--- config.mk ---
export PLATFORM = sky130hd
export DESIGN_NAME = scan_seq_ctrl_flat
export DESIGN_NICKNAME = d
export VERILOG_FILES = /design/src/rtl/scan_seq_pkg.sv /design/src/rtl/scan_seq_ctrl_if.sv /design/src/rtl/scan_seq_ctrl_angle_watchdog.sv /design/src/rtl/scan_seq_ctrl.sv /design/src/flat_wrapper.sv
export SDC_FILE = /design/constraint.sdc
export NUM_CORES = 1
export LEC_CHECK = 0
export ABC_AREA = 1
export CAP_MARGIN = 0
export CORE_MARGIN = 2
export CORE_UTILIZATION = 40
export DETAILED_ROUTE_END_ITERATION = 6
export GPL_TIMING_DRIVEN = 0
export PLACE_DENSITY_LB_ADDON = 0.08
export SETUP_SLACK_MARGIN = 0.1
export SLEW_MARGIN = 20
export SYNTH_ARGS = -nofsm -noshare
export SYNTH_HDL_FRONTEND = slang
export SYNTH_SLANG_ARGS = --single-unit
--- constraint.sdc ---
create_clock -name i_clk_50m -period 4.2 [get_ports i_clk_50m]
set_input_delay 0.42 -clock i_clk_50m [delete_from_list [all_inputs] [get_ports i_clk_50m]]
set_output_delay 0.42 -clock i_clk_50m [all_outputs]
set_load 0.02 [all_outputs]
--- src/rtl/scan_seq_pkg.sv ---
// rtl/scan_seq_pkg.sv - shared state encoding, angle limits and error bit positions for the scan sequencer
package scan_seq_pkg;

  typedef enum logic [1:0] {
    ST_IDLE  = 2'd0,
    ST_SYNC  = 2'd1,
    ST_RUN   = 2'd2,
    ST_FAULT = 2'd3
  } state_e;

  localparam int unsigned ERR_TIMEOUT     = 0;
  localparam int unsigned ERR_SKIP        = 1;
  localparam int unsigned ERR_CFG         = 2;
  localparam int unsigned TIMEOUT_CYC_DEF = 3200;

  // Highest encoder index per revolution for each resolution mode.
  function automatic logic [15:0] max_angle(input logic [1:0] mode);
    case (mode)
      2'd0:    return 16'd4211;
      2'd1:    return 16'd2105;
      2'd2:    return 16'd1053;
      default: return 16'd526;
    endcase
  endfunction

endpackage

--- src/rtl/scan_seq_ctrl_if.sv ---
// rtl/scan_seq_ctrl_if.sv - encoder angle stream into the scan sequencer
interface scan_seq_ctrl_if;
  logic [15:0] i_code_angle;
  logic        i_tdc_new_sig;

  modport master (output i_code_angle, output i_tdc_new_sig);
  modport slave  (input  i_code_angle, input  i_tdc_new_sig);
endinterface

--- src/rtl/scan_seq_ctrl_angle_watchdog.sv ---
// rtl/scan_seq_ctrl_angle_watchdog.sv - flags a stalled angle strobe after TIMEOUT_CYC idle cycles
module angle_watchdog #(
  parameter int unsigned TIMEOUT_CYC = 3200
) (
  input  logic clk_i,
  input  logic rst_ni,
  input  logic en_i,
  input  logic clr_i,
  output logic timeout_o
);
  localparam int unsigned W = $clog2(TIMEOUT_CYC + 1);

  logic [W-1:0] cnt_q;

  // Saturates at the limit so the flag stays up until the owner leaves the counting states.
  always_ff @(posedge clk_i) begin
    if (!rst_ni || !en_i || clr_i) begin
      cnt_q <= '0;
    end else if (!timeout_o) begin
      cnt_q <= cnt_q + W'(1);
    end
  end

  assign timeout_o = en_i && (cnt_q == W'(TIMEOUT_CYC - 1));
endmodule

--- src/rtl/scan_seq_ctrl.sv ---
// rtl/scan_seq_ctrl.sv - per-revolution scan sequencer driving TDC and measure enables
module scan_seq_ctrl
  import scan_seq_pkg::*;
#(
  parameter int unsigned TIMEOUT_CYC = TIMEOUT_CYC_DEF,
  parameter int unsigned CNT_W       = 16
) (
  input  logic             i_clk_50m,
  input  logic             i_rst_n,
  input  logic [1:0]       i_reso_mode,
  input  logic             i_motor_state,
  input  logic             i_measure_req,
  input  logic             i_err_clr,
  scan_seq_ctrl_if.slave   angle_if,
  input  logic [15:0]      i_start_index,
  input  logic [15:0]      i_stop_index,
  output logic             o_tdc_switch,
  output logic             o_measure_en,
  output logic             o_scan_start,
  output logic             o_scan_done,
  output logic [CNT_W-1:0] o_scan_counter,
  output logic [2:0]       o_ctrl_error,
  output logic [1:0]       o_state
);
  state_e           state_q;
  logic             tdc_d_q;
  logic             tdc_switch_q;
  logic             measure_en_q;
  logic             scan_start_q;
  logic             scan_done_q;
  logic [15:0]      prev_q;
  logic [15:0]      max_q;
  logic [CNT_W-1:0] scan_cnt_q;
  logic [2:0]       err_q;

  logic        ev;
  logic        start_req;
  logic        cfg_ok;
  logic        active;
  logic        wd_to;
  logic        angle_ok;
  logic [15:0] max_live;
  logic [15:0] expected;
  logic [2:0]  err_set;

  assign ev        = angle_if.i_tdc_new_sig & ~tdc_d_q;
  assign max_live  = max_angle(i_reso_mode);
  assign cfg_ok    = (i_start_index <= i_stop_index) && (i_stop_index <= max_live);
  assign start_req = i_motor_state & i_measure_req;
  assign active    = (state_q == ST_SYNC) || (state_q == ST_RUN);
  assign expected  = (prev_q == max_q) ? 16'd0 : prev_q + 16'd1;
  assign angle_ok  = (angle_if.i_code_angle == expected);

  // Error sources follow the same priority chain as the FSM below.
  always_comb begin
    err_set              = '0;
    err_set[ERR_CFG]     = (state_q == ST_IDLE) && start_req && !cfg_ok;
    err_set[ERR_TIMEOUT] = active && i_motor_state && wd_to;
    err_set[ERR_SKIP]    = (state_q == ST_RUN) && i_motor_state && !wd_to && ev && !angle_ok;
  end

  angle_watchdog #(
    .TIMEOUT_CYC (TIMEOUT_CYC)
  ) u_wd (
    .clk_i     (i_clk_50m),
    .rst_ni    (i_rst_n),
    .en_i      (active),
    .clr_i     (ev),
    .timeout_o (wd_to)
  );

  always_ff @(posedge i_clk_50m) begin
    if (!i_rst_n) begin
      state_q      <= ST_IDLE;
      tdc_d_q      <= 1'b0;
      tdc_switch_q <= 1'b0;
      measure_en_q <= 1'b0;
      scan_start_q <= 1'b0;
      scan_done_q  <= 1'b0;
      prev_q       <= '0;
      max_q        <= '0;
      scan_cnt_q   <= '0;
      err_q        <= '0;
    end else begin
      tdc_d_q      <= angle_if.i_tdc_new_sig;
      scan_start_q <= 1'b0;
      scan_done_q  <= 1'b0;
      err_q        <= (i_err_clr ? 3'b000 : err_q) | err_set;
      case (state_q)
        ST_IDLE: begin
          tdc_switch_q <= 1'b0;
          measure_en_q <= 1'b0;
          // Angle range is frozen here so mid-scan mode changes cannot break wrap detection.
          if (start_req && cfg_ok) begin
            state_q      <= ST_SYNC;
            tdc_switch_q <= 1'b1;
            max_q        <= max_live;
          end
        end
        ST_SYNC, ST_RUN: begin
          if (!i_motor_state) begin
            state_q      <= ST_IDLE;
            tdc_switch_q <= 1'b0;
            measure_en_q <= 1'b0;
          end else if (wd_to) begin
            state_q      <= ST_FAULT;
            tdc_switch_q <= 1'b0;
            measure_en_q <= 1'b0;
          end else if (ev) begin
            if (state_q == ST_SYNC) begin
              if (angle_if.i_code_angle == 16'd0) begin
                state_q      <= ST_RUN;
                measure_en_q <= 1'b1;
                scan_start_q <= 1'b1;
                prev_q       <= '0;
              end
            end else if (!angle_ok) begin
              state_q      <= ST_SYNC;
              measure_en_q <= 1'b0;
            end else if (expected != 16'd0) begin
              prev_q <= angle_if.i_code_angle;
            end else begin
              scan_done_q <= 1'b1;
              scan_cnt_q  <= scan_cnt_q + CNT_W'(1);
              prev_q      <= '0;
              if (i_measure_req) begin
                scan_start_q <= 1'b1;
              end else begin
                state_q      <= ST_IDLE;
                tdc_switch_q <= 1'b0;
                measure_en_q <= 1'b0;
              end
            end
          end
        end
        ST_FAULT: begin
          tdc_switch_q <= 1'b0;
          measure_en_q <= 1'b0;
          if (!i_measure_req) begin
            state_q <= ST_IDLE;
          end
        end
        default: state_q <= ST_IDLE;
      endcase
    end
  end

  assign o_tdc_switch   = tdc_switch_q;
  assign o_measure_en   = measure_en_q;
  assign o_scan_start   = scan_start_q;
  assign o_scan_done    = scan_done_q;
  assign o_scan_counter = scan_cnt_q;
  assign o_ctrl_error   = err_q;
  assign o_state        = state_q;
endmodule

--- src/flat_wrapper.sv ---
// flat-port wrapper written by rule: the top's interface ports become plain ports
module scan_seq_ctrl_flat import scan_seq_pkg::*;
#(
  parameter int unsigned TIMEOUT_CYC = TIMEOUT_CYC_DEF,
  parameter int unsigned CNT_W       = 16
)
  (i_clk_50m, i_rst_n, i_reso_mode, i_motor_state, i_measure_req, i_err_clr, i_start_index, i_stop_index, o_tdc_switch, o_measure_en, o_scan_start, o_scan_done, o_scan_counter, o_ctrl_error, o_state, angle_if_i_code_angle, angle_if_i_tdc_new_sig);
  scan_seq_ctrl_if angle_if_i ();
  input  logic i_clk_50m;
  input  logic i_rst_n;
  input  logic [1:0] i_reso_mode;
  input  logic i_motor_state;
  input  logic i_measure_req;
  input  logic i_err_clr;
  input  logic [15:0] i_start_index;
  input  logic [15:0] i_stop_index;
  output logic o_tdc_switch;
  output logic o_measure_en;
  output logic o_scan_start;
  output logic o_scan_done;
  output logic [CNT_W-1:0] o_scan_counter;
  output logic [2:0] o_ctrl_error;
  output logic [1:0] o_state;
  input wire logic [$bits(angle_if_i.i_code_angle)-1:0] angle_if_i_code_angle;
  input wire logic [$bits(angle_if_i.i_tdc_new_sig)-1:0] angle_if_i_tdc_new_sig;
  assign angle_if_i.i_code_angle = angle_if_i_code_angle;
  assign angle_if_i.i_tdc_new_sig = angle_if_i_tdc_new_sig;
  scan_seq_ctrl #(.TIMEOUT_CYC(TIMEOUT_CYC), .CNT_W(CNT_W)) u_core (.i_clk_50m(i_clk_50m), .i_rst_n(i_rst_n), .i_reso_mode(i_reso_mode), .i_motor_state(i_motor_state), .i_measure_req(i_measure_req), .i_err_clr(i_err_clr), .angle_if(angle_if_i), .i_start_index(i_start_index), .i_stop_index(i_stop_index), .o_tdc_switch(o_tdc_switch), .o_measure_en(o_measure_en), .o_scan_start(o_scan_start), .o_scan_done(o_scan_done), .o_scan_counter(o_scan_counter), .o_ctrl_error(o_ctrl_error), .o_state(o_state));
endmodule
Word-level counts from Yosys, hierarchy flattened

Cells that the tools add are included.

Bits in registers: 70
Bits in latches: 0
Bits in writable memories: 0
ROM bits: 0
Input bits: 56
Logic and storage cells: 119
Memories kept: 0

Add/sub/neg operators: 3
$mul: 0
Div/mod/pow operators: 0
$lt $le $gt $ge: 2
Eq/ne operators: 18
Shift operators: 0
Muxes and demuxes: 39
Bitwise operators: 12
Reductions and logical operators: 34

Operators with widths:

| operator                                                        | count |
|---|---|
| 16-bit two-way mux                                              | 5 |
| 13-bit case mux with 3 select lines                             | 1 |
| 16-bit by 1-bit adder with 16-bit output, second input constant | 2 |
| 16-bit == test                                                  | 2 |
| 1-bit two-way mux                                               | 20 |
| 2-bit two-way mux                                               | 9 |
| 16-bit by 13-bit <= comparator with 1-bit output                | 1 |
| 16-bit <= comparator                                            | 1 |
| 16-bit zero test                                                | 1 |
| 16-bit nonzero test                                             | 1 |
| 12-bit by 1-bit adder with 12-bit output, second input constant | 1 |
| 12-bit == test, second input constant                           | 1 |
| 4-bit by 3-bit != test with 1-bit output, second input constant | 3 |
| 6-bit by 5-bit != test with 1-bit output, second input constant | 2 |
| 1-bit logical AND                                               | 11 |
| 1-bit NOT                                                       | 9 |
| 4-bit by 2-bit != test with 1-bit output, second input constant | 2 |
| 4-bit AND reduction                                             | 2 |
| 7-bit AND reduction                                             | 1 |
| 7-bit OR reduction                                              | 1 |
| 2-bit == test, second input constant                            | 3 |
| 2-bit case mux with 3 select lines                              | 1 |
| 6-bit AND reduction                                             | 1 |
| 1-bit zero test                                                 | 5 |
| 15 further kinds                                                | 22 |

Longest topological paths before layout

Gate-level depths: netlist of run 1.

Depth in word-level cells: 10
Depth in mapped cells: 23
Depth with buffers taken out: 20

By module

A second synthesis of run 1 with hierarchy kept.

Cells, all modules: 831
Area total of the unflattened synthesis: 5170.0 um^2

By module, submodules not included:

| module         | instances | cells each | area each (um^2) | seq. area each (um^2) |
|---|---|---|---|---|
| scan_seq_ctrl  | 1         | 719        | 4458.0           | 1021.0 |
| angle_watchdog | 1         | 112        | 711.9            | 240.2 |

Worst setup path after synthesis of run 1

Ideal clock, no wire load.

Path type: reg-to-reg
Start: register u_core.state_q[0], in the netlist u_core.o_state[0]
End: register u_core.scan_cnt_q[9], in the netlist u_core.o_scan_counter[9]
Setup time: 0.119 ns
Arrival: 2.459 ns
Required time: 4.081 ns
Setup slack: 1.622 ns
Stages on the path, launching flop included: 15
Buffers on the path: 1
Period minus slack after synthesis: 2.578 ns
Path through: dfxtp_1 > inv_1 > ha_1 > clkbuf_1 > nand2_1 > nor2_1 > inv_1 > nor2_1 > inv_1 > nor3_1 > nand2_2 > clkinv_2 > nand2_1 > o21ai_1 > a21oi_1

Word-level cells in the longest chain between the ends: 5
Elaborated cells between the ends (all ways): 8
Those cells by class: 2 x eq/ne; 2 x bitwise; 4 x reduce/logical

Ends and longest elaborated chain:

| what                                                                             | RTL line                                                       | source |
|---|---|---|
| start: declaration                                                               | scan_seq_ctrl.sv:25                                            | `state_e state_q;` |
| start signal: assignment                                                         | scan_seq_ctrl.sv:74                                            | `state_q <= ST_IDLE;` |
| start signal: assignment                                                         | scan_seq_ctrl.sv:95                                            | `state_q <= ST_SYNC;` |
| start signal: assignment                                                         | scan_seq_ctrl.sv:102                                           | `state_q <= ST_IDLE;` |
| 2-bit by 1-bit == test with 1-bit output / 2-bit == test (equally long branches) | scan_seq_ctrl.sv:50, scan_seq_ctrl.sv:89, scan_seq_ctrl.sv:110 |  |
| 1-bit logical OR                                                                 | scan_seq_ctrl.sv:50                                            | `assign active = (state_q == ST_SYNC) \|\| (state_q == ST_RUN);` |
| 1-bit logical AND                                                                | scan_seq_ctrl_angle_watchdog.sv:24                             | `assign timeout_o = en_i && (cnt_q == W'(TIMEOUT_CYC - 1));` |
| 1-bit NOT (no line)                                                              | -                                                              |  |
| 7-bit AND reduction (no line) (*)                                                | -                                                              |  |
| end signal: assignment                                                           | scan_seq_ctrl.sv:124                                           | `scan_cnt_q <= scan_cnt_q + CNT_W'(1);` |
| end: declaration                                                                 | scan_seq_ctrl.sv:33                                            | `logic [CNT_W-1:0] scan_cnt_q;` |

Mark *: on every way between the ends. The rest lies on a longest branch, timed or not.
A chain may end at the register's enable or synchronous reset.

Final worst setup path of run 1

Start: register u_core.state_q[0], in the netlist u_core.o_state[0]
End: register u_core.scan_cnt_q[4], in the netlist u_core.o_scan_counter[4]

Same word-level chain as after synthesis.

==> results of run 1 <==
## power groups by stage
stage / clock network (mW) / registers, mW / logic, mW
3_5_place_dp: 0 / 0.619 / 0.265
3_3_place_gp: 0 / 0.619 / 0.259
5_1_grt: 0.812 / 0.607 / 0.300
6_report: 0.778 / 0.607 / 0.264
4_1_cts: 0.790 / 0.607 / 0.267
2_1_floorplan: 0 / 0.622 / 0.151
## cell families (layout without fill, tap and decap cells)
family,after synthesis,count (layout),synth area share [%]
buffers and inverters,132,226,11.0
and+or+nand+nor,469,469,41.5
xor gates and xnor gates,16,16,3.13
DFF,63,63,24.4
adders and majority gates,41,41,9.94
AOI/OAI and AO/OA,98,98,10.0
## how the worst max path moves through the flow
stage / startpoint / to / slack [ps] / cells past startpoint
3_5_place_dp: i_reso_mode[0] / u_core.o_tdc_switch$_SDFFE_PN0P_ / 790 / 18
4_1_cts: i_reso_mode[0] / u_core.o_tdc_switch$_SDFFE_PN0P_ / 1140 / 18
2_1_floorplan: u_core.o_state[0]$_SDFFE_PN0P_ / u_core.o_scan_counter[9]$_SDFFE_PN0P_ / 1620 / 14
3_3_place_gp: i_reso_mode[0] / u_core.max_q[5]$_SDFFE_PN0P_ / 860 / 18
5_1_grt: u_core.o_state[1]$_SDFFE_PN0P_ / u_core.o_scan_counter[4]$_SDFFE_PN0P_ / 750 / 15
6_report: u_core.o_state[0]$_SDFFE_PN0P_ / u_core.o_scan_counter[4]$_SDFFE_PN0P_ / 1130 / 15
## layer usage
layer / vias up / wire length (um) / track usage (%)
li1: 2815 / - / -
met1: 2392 / 6550 / 26.5
met2: 133 / 6560 / 36.9
met3: 20 / 672 / 3.49
met4: 0 / 277 / 7.61
met5: - / 0 / 0
## layout make-up
| cell class | count | area share, % |
|---|---|---|
| timing repair buffer | 80 | 12.4 |
| clock buffer | 10 | 3.53 |
| tap | 172 | 3.32 |
| multi-input combinational | 624 | 51.4 |
| sequential | 63 | 19.5 |
| clock inverter | 4 | 1.12 |
| buffer | 19 | 2.18 |
| inverter | 113 | 6.57 |
## state kept, by name, summed over array words and instances (netlist names)
signal,cells
u_core.o_scan_counter,16
u_core.prev_q,16
u_core.u_wd.cnt_q,12
u_core.max_q,9
u_core.o_ctrl_error,3
u_core.o_state,2
u_core.o_measure_en,1
u_core.o_scan_done,1
u_core.o_scan_start,1
u_core.o_tdc_switch,1
u_core.tdc_d_q,1
## cell usage in the layout (no fill, tap or decap), types with 4 or more instances in the layout
master	count
a21oi_1	61
and3_1	4
buf_2	4
buf_6	4
clkbuf_1	8
clkbuf_16	9
clkdlybuf4s50_1	80
dfxtp_1	63
ha_1	41
inv_1	105
inv_2	6
nand2_1	237
nand2_2	9
nand3_1	55
nand3_2	18
nand4_1	13
nor2_1	84
nor2_2	14
nor3_1	11
nor3b_1	4
nor4_1	9
o21ai_0	24
xnor2_1	4
xor2_1	10
## through the flow
stage | hold WS, ps | setup WS, ps
global route | 489 | 752
finish | 463 | 1130
global placement | 457 | 864
detailed placement | 456 | 791
floorplan | 444 | 1620
CTS | 465 | 1140
## worst register-to-register path, stage by stage, from the launching register on
cell and delay (ps):
dfxtp_1 420, inv_1 130, ha_1 290, clkbuf_1 290
nand2_1 120, nor2_1 180, inv_1 110, nor2_1 540
inv_1 90, nor3_1 230, nand2_2 130, clkinv_2 150
nand3_1 110, nand2_1 70, nand2_1 50, nor2_1 90
==> out/results.ini, run 1 <==
[floorplanning]
die_width_um=118
ios=81
coreArea_um2=12600
rows=41
start_util_pct=40.9
die_area_um2=13800
dieHeight_um=118

[layout]
stdcell_area_um2=6480
multi_input_area_um2=3330
nFillCells=1333
stdcell_count=1085
syn2layout_area_growth_pct=25.5
final_nets=1007
fin_util_pct=51.3
ff_latch_area_um2=1260
n_antenna_cell=0
drive_above_1_share_pct=8.98

[worst_setup_path]
slowest_stage=nor2_1
r2r-end=u_core.o_scan_counter[4]$_SDFFE_PN0P_
cp_cell_sequence=inv_1, ha_1, clkbuf_1, nand2_1, nor2_1, inv_1, nor2_1, inv_1, nor3_1, nand2_2, clkinv_2, nand3_1, nand2_1, nand2_1, nor2_1
crit_path_end_kind=flip-flop
crit_buf_inv=5
timing.rr.start=u_core.o_state[0]$_SDFFE_PN0P_
crit_type=flip-flop to flip-flop
path_max_fanout=10
reg2reg_depth=15
start_kind=flip-flop
crit_family=simple AND/OR/NAND/NOR gates
crit_path_max_incr_delay_ps=540
rrSetupSlack_ps=1130
arrival_ps=3350
critPathRequiredTime_ps=4480

[detailed_routing]
drc=0
vias_per_cell=4.94
dr_total_vias=5360
detail-route-antenna-nets=0
dr.pass1.iters=5
post_drt_wl_per_cell_um=13.0
drt_wl_total_mm=14.1
drt_first_iter_violations=327

[placed_design]
dpl_cell_area_um2=6180
portBuffers=80
dp_hpwl_mm=11.5
gp_congestion=0.837
placed_cells=1071

[pwr]
power_density_nw_per_um2=255
power_frac_seq_pct=36.8
sw_frac_of_total_pct=25.4
combPwrFrac_pct=16.0
power_switching_uw=419
finalPower_mw=1.65
clkPwrFrac_pct=47.2
leakage_nw=2.81
p_int_mw=1.23
ir_drop_uv=129

[hold_path]
min_from=u_core.o_ctrl_error[2]$_SDFF_PN0_
min_path_cells=2
holdPathEnd=u_core.o_ctrl_error[2]$_SDFF_PN0_
hold_path_class=flip-flop to flip-flop

[sta]
hold_violations=0
timing.final.crit_share_pct=73.1
slew_violations=0
fin_tns_setup_ps=0
rsz0062_at_grt=no
timing.slew.headroom_pct=54.4
setup_viol=0
period_needed_ps=3070
fmax_ghz=0.326
worstMarginPinSlew_ps=681
skew_ps=6.45

[clocking]
htreeDepth=3
ctsHoldBuffers=0
cts_root_buf=clkbuf_16
cts_setup_buffers=0
cts_resized=0
clk_pin_slew_ps=50
cts.sinks=63
cts_buffers=9
clockBufferDepth=2
clk_latency_ps=340
cts_tree=yes

[synthesis]
synth-seq-area-share_pct=24.4
synthArstFlopShare_pct=0
syn_avg_cell_area_um2=6.30
synth.top_cell.area_share_pct=24.4
synth_cell_types=41
yosys-top-cells-count=nand2_1 (237), inv_1 (105), nor2_1 (84)
synth_edf_count=0
ys_ff_latch=63
post-synth-top-count-cell=nand2_1
syn_area_um2=5160
ys.flop_type=dfxtp_1
ys_top_cells_by_area=dfxtp_1 (24%), nand2_1 (17%), ha_1 (9.9%), inv_1 (7.6%), nor2_1 (6.1%)
synth_fp_nets=916
yosys.area.top_type=dfxtp_1
synthCells=819
synth_warnings=0

[global_route]
track_usage_pct=21.2
gr-total-overflow=0
antenna_found_initial=0
grt_max_degree=11
grt_pass1_wl_mm=24.1
grt_pass1_vias=5188

[run_status]
status=finished clean

[run]
drv_cap=0

(Power assumes the default switching activity.)
==> run 2, diff against run 1 <==
==> constraint.sdc (replaced) <==
create_clock -name i_clk_50m -period 2.6 [get_ports i_clk_50m]
set_input_delay 0.26 -clock i_clk_50m [delete_from_list [all_inputs] [get_ports i_clk_50m]]
set_output_delay 0.26 -clock i_clk_50m [all_outputs]
set_load 0.02 [all_outputs]
==> run 2 against run 1 <==
Effect of this change:
- the flow now finishes with violations (negative setup slack)
- wire length rose by 8.0%
- largest power group unchanged
- sequential power rose by 60%
- fmax rose by 13%
- final cell count rose by 3.0%
- power rose by 68%
- worst setup slack got worse by 1300 ps
- critical path depth rose by 4
- die area did not move
- clock-buffer cell count rose by 2
- global-route usage rose by 0.60 points
==> out/results.ini, run 2 (synthesis gave the netlist of run 1 again) <==
[sta]
slew_violations=0  ; unchanged
setup_viol=17  ; was 0
hold_violations=0  ; unchanged
worstMarginPinSlew_ps=570  ; was 681 ps
period_needed_ps=2730  ; was 3070 ps
timing.slew.headroom_pct=62.0  ; was 54.4%
rsz0062_at_grt=yes  ; was no
fin_ws_ps=-129  ; was 1130 ps
fmax_ghz=0.366  ; was 0.326 GHz
fin_tns_setup_ps=-1390  ; was 0 ps
timing.final.crit_share_pct=105  ; was 73.1%
skew_ps=8.26  ; was 6.45 ps
holdWs_ps=464  ; was 463 ps

[detailed_routing]
vias_per_cell=5.01  ; was 4.94
dr.pass1.iters=5  ; unchanged
post_drt_wl_per_cell_um=13.6  ; was 13.0 um
dr_total_vias=5597  ; was 5360
drt_first_iter_violations=308  ; was 327
detail-route-antenna-nets=0  ; unchanged
drc=0  ; unchanged
drt_wl_total_mm=15.2  ; was 14.1 mm

[clocking]
clk_pin_slew_ps=60  ; was 50 ps
clk_latency_ps=350  ; was 340 ps
htreeDepth=3  ; unchanged
cts_root_buf=clkbuf_16  ; unchanged
cts_tree=yes  ; unchanged
cts_buffers=9  ; unchanged
clockBufferDepth=2  ; unchanged
cts.sinks=63  ; unchanged

[run_status]
status=finished, violations left  ; was finished clean
violations=negative setup slack

[worst_setup_path]
critPathRequiredTime_ps=2840  ; was 4480 ps
crit_path_end_kind=flip-flop  ; unchanged
cp_cell_sequence=ha_4, nand2_2, nor2_4, buf_4, nand2_2, xnor2_4, xor2_1, a21oi_2, nand2_2, nor2_4, nand2_2, nor2_4, or2_1, buf_6, buf_12, buf_12, nand3_2, nand2_2, nor2_2  ; was inv_1, ha_1, clkbuf_1, nand2_1, nor2_1, inv_1, nor2_1, inv_1, nor3_1, nand2_2, clkinv_2, nand3_1, nand2_1, nand2_1, nor2_1
rrSetupSlack_ps=-130  ; was 1130 ps
crit_family=simple AND/OR/NAND/NOR gates  ; unchanged
start_kind=flip-flop  ; unchanged
crit_buf_inv=4  ; was 5
arrival_ps=2970  ; was 3350 ps
crit_start=u_core.prev_q[0]$_SDFFE_PN0P_  ; was u_core.o_state[0]$_SDFFE_PN0P_
reg2reg_depth=19  ; was 15
path_common_cell=nand2_2
timing.rr.start=u_core.prev_q[0]$_SDFFE_PN0P_  ; was u_core.o_state[0]$_SDFFE_PN0P_
crit_type=flip-flop to flip-flop  ; unchanged
r2r-end=u_core.prev_q[10]$_SDFFE_PN0P_  ; was u_core.o_scan_counter[4]$_SDFFE_PN0P_
crit_cells=19  ; was 15
slowest_stage=dfxtp_4  ; was nor2_1
crit_end=u_core.prev_q[10]$_SDFFE_PN0P_  ; was u_core.o_scan_counter[4]$_SDFFE_PN0P_
crit_path_max_incr_delay_ps=390  ; was 540 ps
path_max_fanout=5  ; was 10

[layout]
final_cell_mix=nand2_1 (207), inv_1 (101), clkdlybuf4s50_1 (78)  ; was nand2_1 (237), inv_1 (105), nor2_1 (84)
final_nets=1038  ; was 1007
syn2layout_area_growth_pct=40.9  ; was 25.5%
drive_above_1_share_pct=22.3  ; was 8.98%
stdcell_count=1118  ; was 1085
n_antenna_cell=0  ; unchanged
final_common_cell=nand2_1  ; unchanged
fin_util_pct=57.6  ; was 51.3%

[floorplanning]
coreArea_um2=12600  ; unchanged
die_area_um2=13800  ; unchanged
rows=41  ; unchanged
start_util_pct=40.9  ; unchanged
dieHeight_um=118  ; unchanged
ios=81  ; unchanged
die_width_um=118  ; unchanged

[placed_design]
gp_congestion=0.861  ; was 0.837
portBuffers=80  ; unchanged
placed_cells=1071  ; unchanged
dp_hpwl_mm=11.4  ; was 11.5 mm

[global_route]
track_usage_pct=21.8  ; was 21.2%
grt_pass1_vias=5287  ; was 5188
grt_pass1_wl_mm=24.7  ; was 24.1 mm
antenna_found_initial=0  ; unchanged
gr-total-overflow=0  ; unchanged
grt_max_degree=12  ; was 11

[pwr]
leakage_nw=3.06  ; was 2.81 nW
ir_drop_uv=338  ; was 129 uV
power_density_nw_per_um2=381  ; was 255 nW/um2

[run]
drv_cap=0  ; unchanged

[hold_path]
hold_path_class=flip-flop to flip-flop  ; unchanged
min_from=u_core.o_ctrl_error[2]$_SDFF_PN0_  ; unchanged

-- run 2: worst min-delay path by stage --
| stage | endpoint | slack (ps) | cells after the start |
|---|---|---|---|
| 6_report | u_core.o_ctrl_error[2]$_SDFF_PN0_ | 460 | 2 |
| 5_1_grt | u_core.o_ctrl_error[1]$_SDFF_PN0_ | 490 | 2 |
| 4_1_cts | u_core.o_ctrl_error[0]$_SDFF_PN0_ | 470 | 2 |
| 3_5_place_dp | u_core.o_ctrl_error[0]$_SDFF_PN0_ | 460 | 2 |
| 3_3_place_gp | u_core.o_ctrl_error[0]$_SDFF_PN0_ | 460 | 2 |
| 2_1_floorplan | u_core.tdc_d_q$_SDFF_PN0_ | 350 | 2 |
-- run 2: metal layers --
layer / share of wire, % / up-vias / wire length, um / GRT usage [%]
li1: - / 2882 / - / -
met1: 45 / 2540 / 6810 / 27.5
met2: 48 / 148 / 7310 / 36.4
met3: 4.6 / 27 / 695 / 4.46
met4: 2.3 / 0 / 356 / 8.81
met5: 0 / - / 0 / 0
-- run 2: repair_timing --
item / 4_1_cts / 5_1_grt
resized for setup: 75 / 74
hold buffers: 0 / 0
gates cloned: 6 / 0
pin swaps: 14 / 30
endpoints found under the setup margin: 47 / 47
buffers inserted: 20 / 9
-- run 2: power breakdown --
| group | switching, mW | total (mW) | internal, mW |
|---|---|---|---|
| combinational | 0.278 | 0.503 | 0.225 |
| clock | 0.469 | 1.29 | 0.822 |
| sequential | 0.00709 | 0.973 | 0.966 |
| total | 0.754 | 2.77 | 2.01 |
-- run 2: worst register-to-register path: stages (launching register included) --
cell and delay [ps]:
dfxtp_4 390, ha_4 170, nand2_2 80, nor2_4 160, buf_4 130, nand2_2 80, xnor2_4 170, xor2_1 170
a21oi_2 130, nand2_2 80, nor2_4 150, nand2_2 110, nor2_4 120, or2_1 120, buf_6 130, buf_12 120
buf_12 120, nand3_2 70, nand2_2 80, nor2_2 40
-- run 2: final cells by class --
cell class / instances / area (um2)
Fill cell: 1255 / 5350
Multi-Input combinational cell: 625 / 3700
Sequential cell: 63 / 1290
Timing Repair Buffer: 110 / 1130
Inverter: 113 / 437
Clock buffer: 12 / 267
Tap cell: 172 / 215
Buffer: 18 / 163
Clock inverter: 4 / 51.3
Timing Repair inverter: 1 / 7.51
-- run 2: through the flow --
stage | setup WS [ps] | total power [mW] | instance area [um2]
after floorplan | 130 | 1.25 | 5160
after global placement | -570 | 1.42 | 6180
after detailed placement | -654 | 1.43 | 6180
after CTS | 15.5 | 2.75 | 6990
after global routing | -253 | 2.89 | 7270
final | -129 | 2.77 | 7270
